[config.mk]
export PLATFORM = sky130hd
export DESIGN_NAME = mdu_flat
export DESIGN_NICKNAME = d
export VERILOG_FILES = /design/src/rtl/mdu_if.sv /design/src/rtl/mdu.sv /design/src/flat_wrapper.sv
export SDC_FILE = /design/constraint.sdc
export NUM_CORES = 1
export LEC_CHECK = 0
export CORE_MARGIN = 3
export CORE_UTILIZATION = 40
export CTS_CLUSTER_SIZE = 14
export DETAILED_ROUTE_END_ITERATION = 8
export SETUP_SLACK_MARGIN = 0.02
export SYNTH_ARGS = -nofsm -noshare
export SYNTH_HDL_FRONTEND = slang
export SYNTH_SLANG_ARGS = --single-unit
[constraint.sdc]
create_clock -name clk -period 11.1 [get_ports clk]
set_input_delay 2.22 -clock clk [delete_from_list [all_inputs] [get_ports clk]]
set_output_delay 2.22 -clock clk [all_outputs]
set_load 0.05 [all_outputs]
[src/rtl/mdu_if.sv]
// rtl/mdu_if.sv - request/result bundle between the EX stage and the multiply/divide unit
interface mdu_if #(parameter int WIDTH = 32);
  logic             start;
  logic [1:0]       func;
  logic [WIDTH-1:0] srca;
  logic [WIDTH-1:0] srcb;
  logic             flush;
  logic             hi_we;
  logic             lo_we;
  logic [WIDTH-1:0] wdata;
  logic             busy;
  logic             done;
  logic [WIDTH-1:0] hi;
  logic [WIDTH-1:0] lo;

  modport master (
    output start, func, srca, srcb, flush, hi_we, lo_we, wdata,
    input  busy, done, hi, lo
  );

  modport slave (
    input  start, func, srca, srcb, flush, hi_we, lo_we, wdata,
    output busy, done, hi, lo
  );
endinterface

[src/rtl/mdu.sv]
// rtl/mdu.sv - iterative MULT/MULTU/DIV/DIVU unit owning HI/LO
// Works on operand magnitudes for WIDTH iterations and applies signs at the result edge.
module mdu #(
  parameter int WIDTH = 32
) (
  input  logic  clk,
  input  logic  resetn,
  mdu_if.slave  bus
);
  localparam int CW = $clog2(WIDTH);
  localparam logic [CW-1:0] LAST = CW'(WIDTH - 1);

  typedef enum logic [1:0] {S_IDLE, S_CALC, S_DONE} state_t;

  state_t             state;
  logic [CW-1:0]      cnt;
  logic               op_div;
  logic               neg_q;
  logic               neg_r;
  logic [WIDTH-1:0]   dvs;
  logic [2*WIDTH-1:0] acc;
  logic               busy_r;
  logic               done_r;
  logic [WIDTH-1:0]   hi_r;
  logic [WIDTH-1:0]   lo_r;

  logic               sgn_a;
  logic               sgn_b;
  logic [WIDTH-1:0]   mag_a;
  logic [WIDTH-1:0]   mag_b;
  logic [WIDTH:0]     msum;
  logic [WIDTH:0]     rem_sh;
  logic [WIDTH:0]     diff;
  logic [2*WIDTH-1:0] acc_nx;
  logic [2*WIDTH-1:0] prod;
  logic [WIDTH-1:0]   quo_res;
  logic [WIDTH-1:0]   rem_res;

  // func[0] = 0 selects the signed variants
  assign sgn_a = ~bus.func[0] & bus.srca[WIDTH-1];
  assign sgn_b = ~bus.func[0] & bus.srcb[WIDTH-1];
  assign mag_a = sgn_a ? -bus.srca : bus.srca;
  assign mag_b = sgn_b ? -bus.srcb : bus.srcb;

  // acc holds {partial product, multiplier} or {partial remainder, dividend/quotient}
  always_comb begin
    msum   = {1'b0, acc[2*WIDTH-1:WIDTH]} + (acc[0] ? {1'b0, dvs} : '0);
    rem_sh = {acc[2*WIDTH-1:WIDTH], acc[WIDTH-1]};
    diff   = rem_sh - {1'b0, dvs};
    if (!op_div)
      acc_nx = {msum, acc[WIDTH-1:1]};
    else if (!diff[WIDTH])
      acc_nx = {diff[WIDTH-1:0], acc[WIDTH-2:0], 1'b1};
    else
      acc_nx = {rem_sh[WIDTH-1:0], acc[WIDTH-2:0], 1'b0};
    prod    = neg_q ? -acc_nx : acc_nx;
    quo_res = neg_q ? -acc_nx[WIDTH-1:0] : acc_nx[WIDTH-1:0];
    rem_res = neg_r ? -acc_nx[2*WIDTH-1:WIDTH] : acc_nx[2*WIDTH-1:WIDTH];
  end

  always_ff @(posedge clk or negedge resetn) begin
    if (!resetn) begin
      state  <= S_IDLE;
      cnt    <= '0;
      op_div <= 1'b0;
      neg_q  <= 1'b0;
      neg_r  <= 1'b0;
      dvs    <= '0;
      acc    <= '0;
      busy_r <= 1'b0;
      done_r <= 1'b0;
      hi_r   <= '0;
      lo_r   <= '0;
    end else begin
      if (state != S_CALC) begin
        if (bus.hi_we) hi_r <= bus.wdata;
        if (bus.lo_we) lo_r <= bus.wdata;
      end
      if (bus.flush) begin
        state  <= S_IDLE;
        cnt    <= '0;
        busy_r <= 1'b0;
        done_r <= 1'b0;
      end else begin
        case (state)
          S_CALC: begin
            acc <= acc_nx;
            if (cnt == LAST) begin
              if (op_div) begin
                hi_r <= rem_res;
                lo_r <= quo_res;
              end else begin
                hi_r <= prod[2*WIDTH-1:WIDTH];
                lo_r <= prod[WIDTH-1:0];
              end
              state  <= S_DONE;
              busy_r <= 1'b0;
              done_r <= 1'b1;
            end else begin
              cnt <= cnt + 1'b1;
            end
          end
          default: begin
            done_r <= 1'b0;
            if (bus.start) begin
              state  <= S_CALC;
              cnt    <= '0;
              busy_r <= 1'b1;
              op_div <= bus.func[1];
              // a zero divisor keeps the all-ones quotient unsigned
              neg_q  <= (sgn_a ^ sgn_b) & ~(bus.func[1] & (bus.srcb == '0));
              neg_r  <= bus.func[1] & sgn_a;
              dvs    <= mag_b;
              acc    <= {{WIDTH{1'b0}}, mag_a};
            end else begin
              state <= S_IDLE;
            end
          end
        endcase
      end
    end
  end

  assign bus.busy = busy_r;
  assign bus.done = done_r;
  assign bus.hi   = hi_r;
  assign bus.lo   = lo_r;
endmodule

[src/flat_wrapper.sv]
// flat-port wrapper written by rule: the top's interface ports become plain ports
module mdu_flat 
#(
  parameter int WIDTH = 32
)
  (clk, resetn, bus_start, bus_func, bus_srca, bus_srcb, bus_flush, bus_hi_we, bus_lo_we, bus_wdata, bus_busy, bus_done, bus_hi, bus_lo);
  mdu_if #(.WIDTH(WIDTH)) bus_i ();
  input  logic clk;
  input  logic resetn;
  input wire logic [$bits(bus_i.start)-1:0] bus_start;
  input wire logic [$bits(bus_i.func)-1:0] bus_func;
  input wire logic [$bits(bus_i.srca)-1:0] bus_srca;
  input wire logic [$bits(bus_i.srcb)-1:0] bus_srcb;
  input wire logic [$bits(bus_i.flush)-1:0] bus_flush;
  input wire logic [$bits(bus_i.hi_we)-1:0] bus_hi_we;
  input wire logic [$bits(bus_i.lo_we)-1:0] bus_lo_we;
  input wire logic [$bits(bus_i.wdata)-1:0] bus_wdata;
  output wire logic [$bits(bus_i.busy)-1:0] bus_busy;
  output wire logic [$bits(bus_i.done)-1:0] bus_done;
  output wire logic [$bits(bus_i.hi)-1:0] bus_hi;
  output wire logic [$bits(bus_i.lo)-1:0] bus_lo;
  assign bus_i.start = bus_start;
  assign bus_i.func = bus_func;
  assign bus_i.srca = bus_srca;
  assign bus_i.srcb = bus_srcb;
  assign bus_i.flush = bus_flush;
  assign bus_i.hi_we = bus_hi_we;
  assign bus_i.lo_we = bus_lo_we;
  assign bus_i.wdata = bus_wdata;
  assign bus_busy = bus_i.busy;
  assign bus_done = bus_i.done;
  assign bus_hi = bus_i.hi;
  assign bus_lo = bus_i.lo;
  mdu #(.WIDTH(WIDTH)) u_core (.clk(clk), .resetn(resetn), .bus(bus_i));
endmodule
==> metrics.txt, run 1 <==
Vias 16300; Hold Crit Start u_core.dvs[29]$_DFFE_PN0P_; root buffer cell clkbuf_16; vias in the first global route 15300; final hold viol count 0; Worst-Skew Late Latency 0.47 ns; CTS Buf Count 17; EDFF count, synth 0; Final Cycle Share 59.0%; Die H 207 um; Die X 207 um; DP HPWL 48200 um; max_slew headroom 20.0%; Yosys cell types 100; Reg2Reg Depth 24; Core Util, Final 47.3%; Pins Over Slew Limit 0; clk buf depth 2; CP startpoint kind flop; Critical Path Start u_core.acc[31]$_DFFE_PN0P_; maxcap violations 0; register area 4280 um2; Net Count, Synth 2239; antenna violations before repair 1; worst-margin pin slew 1.20 ns; Cell Pwr Density 268 nW/um2; largest area contributor in the netlist dfrtp_1; largest net degree at the start of global routing 96; gr usage total 28.9%; final WL 62300 um; RSZ-0062 raised after global routing no; Hold Crit Depth 2; postcts setup bufs 0; ANT cells 0; largest cells by area after synthesis dfrtp_1 (27%), o21ai_0 (7.3%), nand2_1 (6.2%), ha_1 (5.4%), a21oi_1 (5.2%); Crit Path Max Fanout 13; Final GP Congestion 0.958; vias per cell 6.06; post-synth top area share 26.6%; maximum clock frequency 153 MHz; Iter 0 DRT Violations 1554; synth warn 0; non-filler cells, final 2687; first-pass GRT wire length 94300 um; Resize count post-CTS 0; Hold WC Path Type reg -> reg; row cnt 72; Area growth syn-to-layout 15.4%; main flop type after synthesis dfrtp_1; reg-to-reg startpoint u_core.acc[31]$_DFFE_PN0P_; Routed Antenna Nets 0; Worst Hold Endpoint u_core.dvs[29]$_DFFE_PN0P_; WL per Instance 23.2 um; core region area 39200 um2; TNS Setup 0 ns; clock transition at the registers of the reported paths 0.08 ns; area of the multi-input gates 10900 um2; placed instance count 2655; # setup viols final 0; Worst Clk Skew 0.0118 ns; Pleak 7.64 nW; CP Capture Type flop; Critical Path AT 6.91 ns; Fillers 3951; Setup Crit Path Kind reg -> reg; cell area after synthesis 16100 um2; DRT Pass-1 Iters 6; Period minus WS final 6.55 ns; Yosys reg bits 171; Ports 170; nets@finish 2332; Post-synth top cells nand2_1 (266), o21ai_0 (234), dfrtp_1 (171), a21oi_1 (167), nor2_1 (151); Hold-fix buffers, CTS 0; outcome completed; drt drc 0; worst reg2reg path endpoint u_core.bus.hi[24]$_DFF_PN0_; Peak VDD IR 162 uV; r2r setup slk 4.55 ns; ys async rst share 100%; die area 42600 um2; most frequent cell after synthesis nand2_1; syn avg cell area 7.79 um2; synthesized instance count 2063; H-Tree Depth 4; register area share after synthesis 26.6%; share of layout cells above drive strength 1 5.99%; PortBufs 169; Critical Path RT 11.46 ns; total gr overflow 0; Num Clock Sinks 171; Starting Density 41.0%; CTS tree built
how the worst max path moves through the flow:
stage / end / slack, ns / cells past startpoint
after global placement: u_core.bus.hi[24]$_DFF_PN0_ / 4.99 / 24
after CTS: u_core.bus.hi[24]$_DFF_PN0_ / 4.70 / 24
after detailed placement: u_core.bus.hi[24]$_DFF_PN0_ / 4.73 / 24
final: u_core.bus.hi[24]$_DFF_PN0_ / 4.55 / 24
after floorplan: u_core.bus.hi[24]$_DFF_PN0_ / 5.69 / 25
after global routing: u_core.bus.hi[24]$_DFF_PN0_ / 4.17 / 25
state kept, by name (all words and copies together), names as in the netlist:
name             cells
u_core.dvs          32
u_core.bus.hi       32
u_core.bus.lo       32
u_core.acc          64
u_core.neg_q         1
u_core.op_div        1
u_core.bus.busy      1
u_core.neg_r         1
u_core.cnt           5
u_core.state         2
critical path: stages (launching register included):
cell and delay (ns):
dfrtp_1 0.37, inv_1 0.08, ha_1 0.22, inv_1 0.07
fa_1 0.27, a211oi_2 0.11, o211ai_2 0.26, a21oi_4 0.16
a2111o_1 0.52, a21oi_4 0.47, nor3_1 0.10, buf_4 0.21
nor2_1 0.22, ha_1 0.24, nor2b_1 0.13, o21ai_1 0.14
or3_1 0.45, or3_1 0.46, o31a_1 0.51, or2_1 0.32
a211oi_1 0.24, a21oi_1 0.06, nor4b_1 0.37, o21ai_0 0.15
a31o_2 0.29
report_power, final:
part / switching, mW / leakage (nW) / total (mW) / internal, mW
logic: 2.30 / 5.24 / 3.44 / 1.13
registers: 0.181 / 2.13 / 0.947 / 0.767
clock network: 0.292 / 0.265 / 0.590 / 0.297
cells by family (layout without fill, tap and decap cells):
family	Yosys count	after routing	synth area share (%)
AND/OR/NAND/NOR	717	717	21.5
AO/OA/AOI/OAI	664	664	26.5
buffers and inverters	192	298	5.45
flip-flops	171	171	26.6
XOR/XNOR	155	155	8.44
multiplexers	92	92	5.83
adder cells (fa/ha/maj)	72	72	5.70
area by class of cell:
type | count | share of cell area (%)
clock buffers | 22 | 2.45
inverters | 72 | 1.46
multi-input cells | 1700 | 58.9
flip-flops and latches | 171 | 23.1
repair buffers | 194 | 10.1
clock inverters | 10 | 0.465
well taps | 518 | 3.49
placed cells by master (no fill, tap or decap), drive strengths merged, types with 20 or more instances in the layout:
| cell type | netlist | routed |
|---|---|---|
| buf | 42 | 26 |
| nand3 | 40 | 40 |
| clkdlybuf4s50 | 0 | 168 |
| ha | 70 | 70 |
| clkbuf | 76 | 22 |
| mux2i | 79 | 79 |
| and3 | 31 | 31 |
| dfrtp | 171 | 171 |
| nor2 | 152 | 152 |
| inv | 71 | 73 |
| a211oi | 33 | 33 |
| and2 | 37 | 37 |
| nand2 | 269 | 269 |
| a21oi | 173 | 173 |
| a31oi | 21 | 21 |
| o21ai | 244 | 244 |
| nor3 | 61 | 61 |
| xor2 | 80 | 80 |
| a21o | 20 | 20 |
| nand4 | 26 | 26 |
| xnor2 | 75 | 75 |
| o211ai | 25 | 25 |
metal layers:
layer / track usage (%) / wire length, um / vias to the layer above
met5: 0 / 0 / -
met3: 5.31 / 4610 / 80
met1: 42.8 / 29300 / 7917
met4: 7.56 / 1250 / 0
li1: - / - / 7672
met2: 43.2 / 27200 / 610
metrics by stage:
step	total power, mW	instance area, um2	setup slack (ns)	hold WS, ns
2_1_floorplan	3.21	16100	5.69	0.464
3_3_place_gp	4.30	18000	4.99	0.482
3_5_place_dp	4.30	18000	4.73	0.492
4_1_cts	4.90	18600	4.70	0.509
5_1_grt	5.26	18600	4.17	0.533
6_report	4.97	18600	4.55	0.507
(Power assumes the default switching activity.)
==> run 2: changes to the inputs <==
clock period = 6.23 ns   (was 11.1 ns; I/O delays follow)
==> metrics.txt, run 2 (synthesis results as in run 1) <==
reg-to-reg startpoint u_core.acc[31]$_DFFE_PN0P_; placed instance count 2674; DRT Pass-1 Iters 6; first-pass GRT wire length 94400 um; CTS tree built; DP HPWL 48800 um; antenna violations before repair 0; TNS Setup 0 ns; WL per Instance 23.1 um; CP startpoint kind flop; Largest register FFs 64; H-Tree Depth 4; clock transition at the registers of the reported paths 0.08 ns; non-filler cells, final 2706; vias per cell 6.05; Die H 207 um; Period minus WS final 5.82 ns; worst reg2reg path endpoint u_core.bus.hi[24]$_DFF_PN0_; most common cell after layout, fill and taps aside nand2_1; Critical Path AT 6.19 ns; Layout Cell Area excl Fill 18700 um2; die area 42600 um2; ANT cells 0; RSZ-0062 raised after global routing no; Starting Density 41.0%; # setup viols final 0; Routed Antenna Nets 0; maximum clock frequency 172 MHz; gr usage total 29.1%; Peak VDD IR 248 uV; row cnt 72; crit-path max cell delay 0.46 ns; outcome completed; Area growth syn-to-layout 16.4%; Worst Clk Skew 0.0178 ns; maxcap violations 0; final worst hold slack 0.502 ns; Cell Pwr Density 481 nW/um2; r2r setup slk 0.41 ns; Hold Crit Depth 2; CTS Buf Count 17; Core Util, Final 47.8%; Fillers 3962; final hold viol count 0; cells along the critical path inv_1 -> ha_1 -> inv_1 -> fa_1 -> a211oi_2 -> o211ai_2 -> a21oi_4 -> a2111oi_4 -> nor3_2 -> nor3_1 -> nor2_1 -> ha_1 -> nor2b_1 -> o21ai_1 -> or3_1 -> or3_1 -> o31a_1 -> or2_1 -> a211oi_1 -> a21oi_1 -> nor4b_1 -> o21ai_0 -> a31o_2; max_slew headroom 12.0%; Setup Crit Path Kind reg -> reg; DP Area 18200 um2; core region area 39200 um2; worst setup margin 0.407 ns; Resize count post-CTS 0; largest net degree at the start of global routing 105; Final Cycle Share 93.5%; final WL 62500 um; Hold-fix buffers, CTS 0; Ports 170; Hold WC Path Type reg -> reg; area of the multi-input gates 10900 um2; Crit Path Max Fanout 8; share of layout cells above drive strength 1 6.90%; worst-margin pin slew 1.32 ns; commonest non-fill, non-tap cells in the layout nand2_1 (265), o21ai_0 (234), dfrtp_1 (170); PortBufs 169; CP Capture Type flop; Biggest register u_core.acc; Place WS 0.553 ns; Worst Hold Endpoint u_core.dvs[15]$_DFFE_PN0P_; Final GP Congestion 0.975; Hold Crit Start u_core.dvs[15]$_DFFE_PN0P_; Pleak 7.74 nW; vias in the first global route 15400; Reg2Reg Depth 23; total gr overflow 0; root buffer cell clkbuf_16; Die X 207 um; clk buf depth 2; Vias 16400; Iter 0 DRT Violations 1615; drt drc 0; slowest CP cell o31a_1; Num Clock Sinks 171; postcts setup bufs 0; Pins Over Slew Limit 0; register area 4280 um2; nets@finish 2351; Total Power 9.01 mW; Worst-Skew Late Latency 0.48 ns; Critical Path RT 6.60 ns
[run 2: power by group]
part | switching, mW | internal, mW | total [mW] | leakage, nW
Combinational | 4.14 | 2.11 | 6.25 | 5.34
Sequential | 0.320 | 1.37 | 1.69 | 2.13
Clock | 0.536 | 0.534 | 1.07 | 0.270
[run 2: metal layers]
layer,GRT usage [%],up-vias,part of all wire [%]
met2,44.0,641,44
met3,4.08,90,6.6
li1,-,7709,-
met4,9.12,0,2.9
met1,42.7,7940,47
met5,0,-,0
[run 2: critical path, delay by kind of cell, from the launching register on]
family          cells  cell delay, ns
flops               1            0.41
compound gates     10            2.22
fa+ha+maj           3            0.85
buf+inv             2            0.16
simple gates        8            2.06
[run 2: layout make-up]
type,count,area share [%]
clock buffers,20,2.39
inverters,72,1.45
well taps,518,3.46
repair buffers,213,10.9
clock inverters,12,0.561
multi-input cells,1700,58.4
flip-flops and latches,171,22.9
[run 2: how the worst max path moves through the flow]
stage                                        endpoint                       start  cells past startpoint
final                     u_core.bus.hi[24]$_DFF_PN0_  u_core.acc[31]$_DFFE_PN0P_                     23
after global routing      u_core.bus.hi[24]$_DFF_PN0_  u_core.acc[31]$_DFFE_PN0P_                     23
after CTS                 u_core.bus.hi[24]$_DFF_PN0_  u_core.acc[31]$_DFFE_PN0P_                     23
after detailed placement  u_core.bus.hi[24]$_DFF_PN0_  u_core.acc[31]$_DFFE_PN0P_                     23
after global placement    u_core.bus.hi[24]$_DFF_PN0_  u_core.acc[31]$_DFFE_PN0P_                     23
after floorplan           u_core.bus.hi[24]$_DFF_PN0_  u_core.acc[31]$_DFFE_PN0P_                     25
==> run 3: changes to the inputs <==
clock period = 4.8 ns   (was 6.23 ns; I/O delays follow)
==> metrics.txt, run 3 (synthesis results as in run 1) <==
Pleak 9.29 nW; Routed Antenna Nets 0; met2 GRT Util 47.2%; CP Capture Type flop; Hold Crit Start u_core.dvs[13]$_DFFE_PN0P_; failing checks setup timing; nets@finish 2647; row cnt 72; Area growth syn-to-layout 32.9%; GRT met1 Usage 45.5%; Hold WC Path Type reg -> reg; Pins Over Slew Limit 0; Setup Crit Path Kind reg -> reg; Largest register FFs 64; DP HPWL 53400 um; clk buf depth 2; root buffer cell clkbuf_16; Worst Hold Endpoint u_core.dvs[13]$_DFFE_PN0P_; Fillers 3780; Final Cycle Share 101%; Reg2Reg Depth 24; clock transition at the registers of the reported paths 0.09 ns; Final GP Congestion 0.971; Worst-Skew Late Latency 0.49 ns; # setup viols final 5; Die H 207 um; Critical Path RT 5.19 ns; r2r setup slk -0.06 ns; H-Tree Depth 4; WL per Instance 22.0 um; worst setup margin -0.0601 ns; CTS Buf Count 17; Vias 17300; Critical Path AT 5.25 ns; area of the multi-input gates 11200 um2; gr usage total 30.8%; Place WS -0.301 ns; most common cell after layout, fill and taps aside buf_4; max_slew headroom 16.4%; outcome finished, violations left; met3 usage 3.87%; final hold viol count 0; drt drc 0; die area 42600 um2; Die X 207 um; Peak VDD IR 314 uV; register area 4280 um2; first-pass GRT wire length 100000 um; RSZ-0062 raised after global routing yes; non-filler cells, final 3001; maximum clock frequency 206 MHz; PortBufs 169; Iter 0 DRT Violations 1424; worst-margin pin slew 1.25 ns; share of layout cells above drive strength 1 20.1%; vias per cell 5.75; Num Clock Sinks 171; Starting Density 41.0%; Crit Path Max Fanout 4; antenna violations before repair 2; core region area 39200 um2; Biggest register u_core.acc; Layout Cell Area excl Fill 21400 um2; total gr overflow 0; ANT cells 0; Cell Pwr Density 661 nW/um2; GRT busiest layer met2; final WL 66000 um; placed instance count 2961; Hold-fix buffers, CTS 0; reg-to-reg startpoint u_core.acc[31]$_DFFE_PN0P_; CTS tree built; CP startpoint kind flop; DP Area 20500 um2; Critical Path Start u_core.acc[31]$_DFFE_PN0P_; maxcap violations 0; worst reg2reg path endpoint u_core.bus.hi[24]$_DFF_PN0_; Hold Crit Depth 2; vias in the first global route 16500; largest net degree at the start of global routing 97; Ports 170; Worst Clk Skew 0.0246 ns; commonest non-fill, non-tap cells in the layout buf_4 (328), nand2_1 (262), o21ai_0 (227); Period minus WS final 4.86 ns; DRT Pass-1 Iters 5
[run 3: cell types whose count changed in the layout (fill, tap and decap cells not counted), sizes merged]
cell	delta
buf	+296
bufinv	+2
clkbuf	-3
[run 3: worst max-delay path by stage]
| stage | to | cells after the start |
|---|---|---|
| after global routing | u_core.bus.hi[24]$_DFF_PN0_ | 24 |
| after global placement | u_core.bus.hi[24]$_DFF_PN0_ | 23 |
| after detailed placement | u_core.bus.hi[24]$_DFF_PN0_ | 23 |
| after floorplan | u_core.bus.hi[24]$_DFF_PN0_ | 25 |
| after CTS | u_core.bus.hi[24]$_DFF_PN0_ | 24 |
| final | u_core.bus.hi[24]$_DFF_PN0_ | 24 |
[run 3: power by group]
part / switching, mW / leakage (nW) / internal (mW)
clock network: 0.722 / 0.293 / 0.787
registers: 0.315 / 2.13 / 1.77
logic: 6.06 / 6.87 / 4.47
[run 3: cell type report]
cell class | instances | area share [%]
timing repair buffer | 509 | 20.4
inverter | 72 | 1.27
clock inverter | 14 | 0.849
tap | 518 | 3.03
sequential | 171 | 20.0
clock buffer | 17 | 1.99
multi-input combinational | 1700 | 52.4
[run 3: per-layer routing]
metal / part of all wire (%) / vias to the layer above
met4: 2.3 / 0
li1: - / 8304
met5: 0 / -
met2: 44 / 565
met3: 5.7 / 80
met1: 48 / 8304
[run 3: repair_timing]
action                                  CTS  global route
resized for setup                        15            43
pin swaps                                16            13
buffers inserted                          5             6
endpoints found under the hold margin     0             0
endpoints found under the setup margin   16            27
[run 3: per-stage QoR]
| step | hold slack [ns] | TNS [ns] | power, mW | utilization [%] |
|---|---|---|---|---|
| 3_5_place_dp | 0.493 | -0.832 | 12.2 | 52.2 |
| 6_report | 0.506 | -0.141 | 14.1 | 54.5 |
| 3_3_place_gp | 0.483 | -0.526 | 12.1 | 52.2 |
| 5_1_grt | 0.542 | -2.41 | 14.9 | 54.5 |
| 2_1_floorplan | 0.464 | -0.381 | 7.47 | - |
| 4_1_cts | 0.510 | -0.0795 | 13.8 | 54.0 |
[run 3: critical path, cell delays in order, from the launching register on]
cell and delay, ns:
dfrtp_1 0.37, inv_2 0.06, ha_4 0.16, inv_2 0.05, fa_2 0.23, a211oi_4 0.08, o211ai_2 0.24, a21oi_4 0.13
buf_6 0.14, a2111o_1 0.41, a21oi_4 0.20, nor3_4 0.08, nor2_4 0.14, ha_4 0.14, nor2b_4 0.13, o21ai_2 0.06
or3_4 0.35, or3_4 0.34, o31a_1 0.37, or2_4 0.26, a211oi_2 0.13, a21oi_1 0.07, nor4b_2 0.26, o21ai_1 0.09
a31o_2 0.26
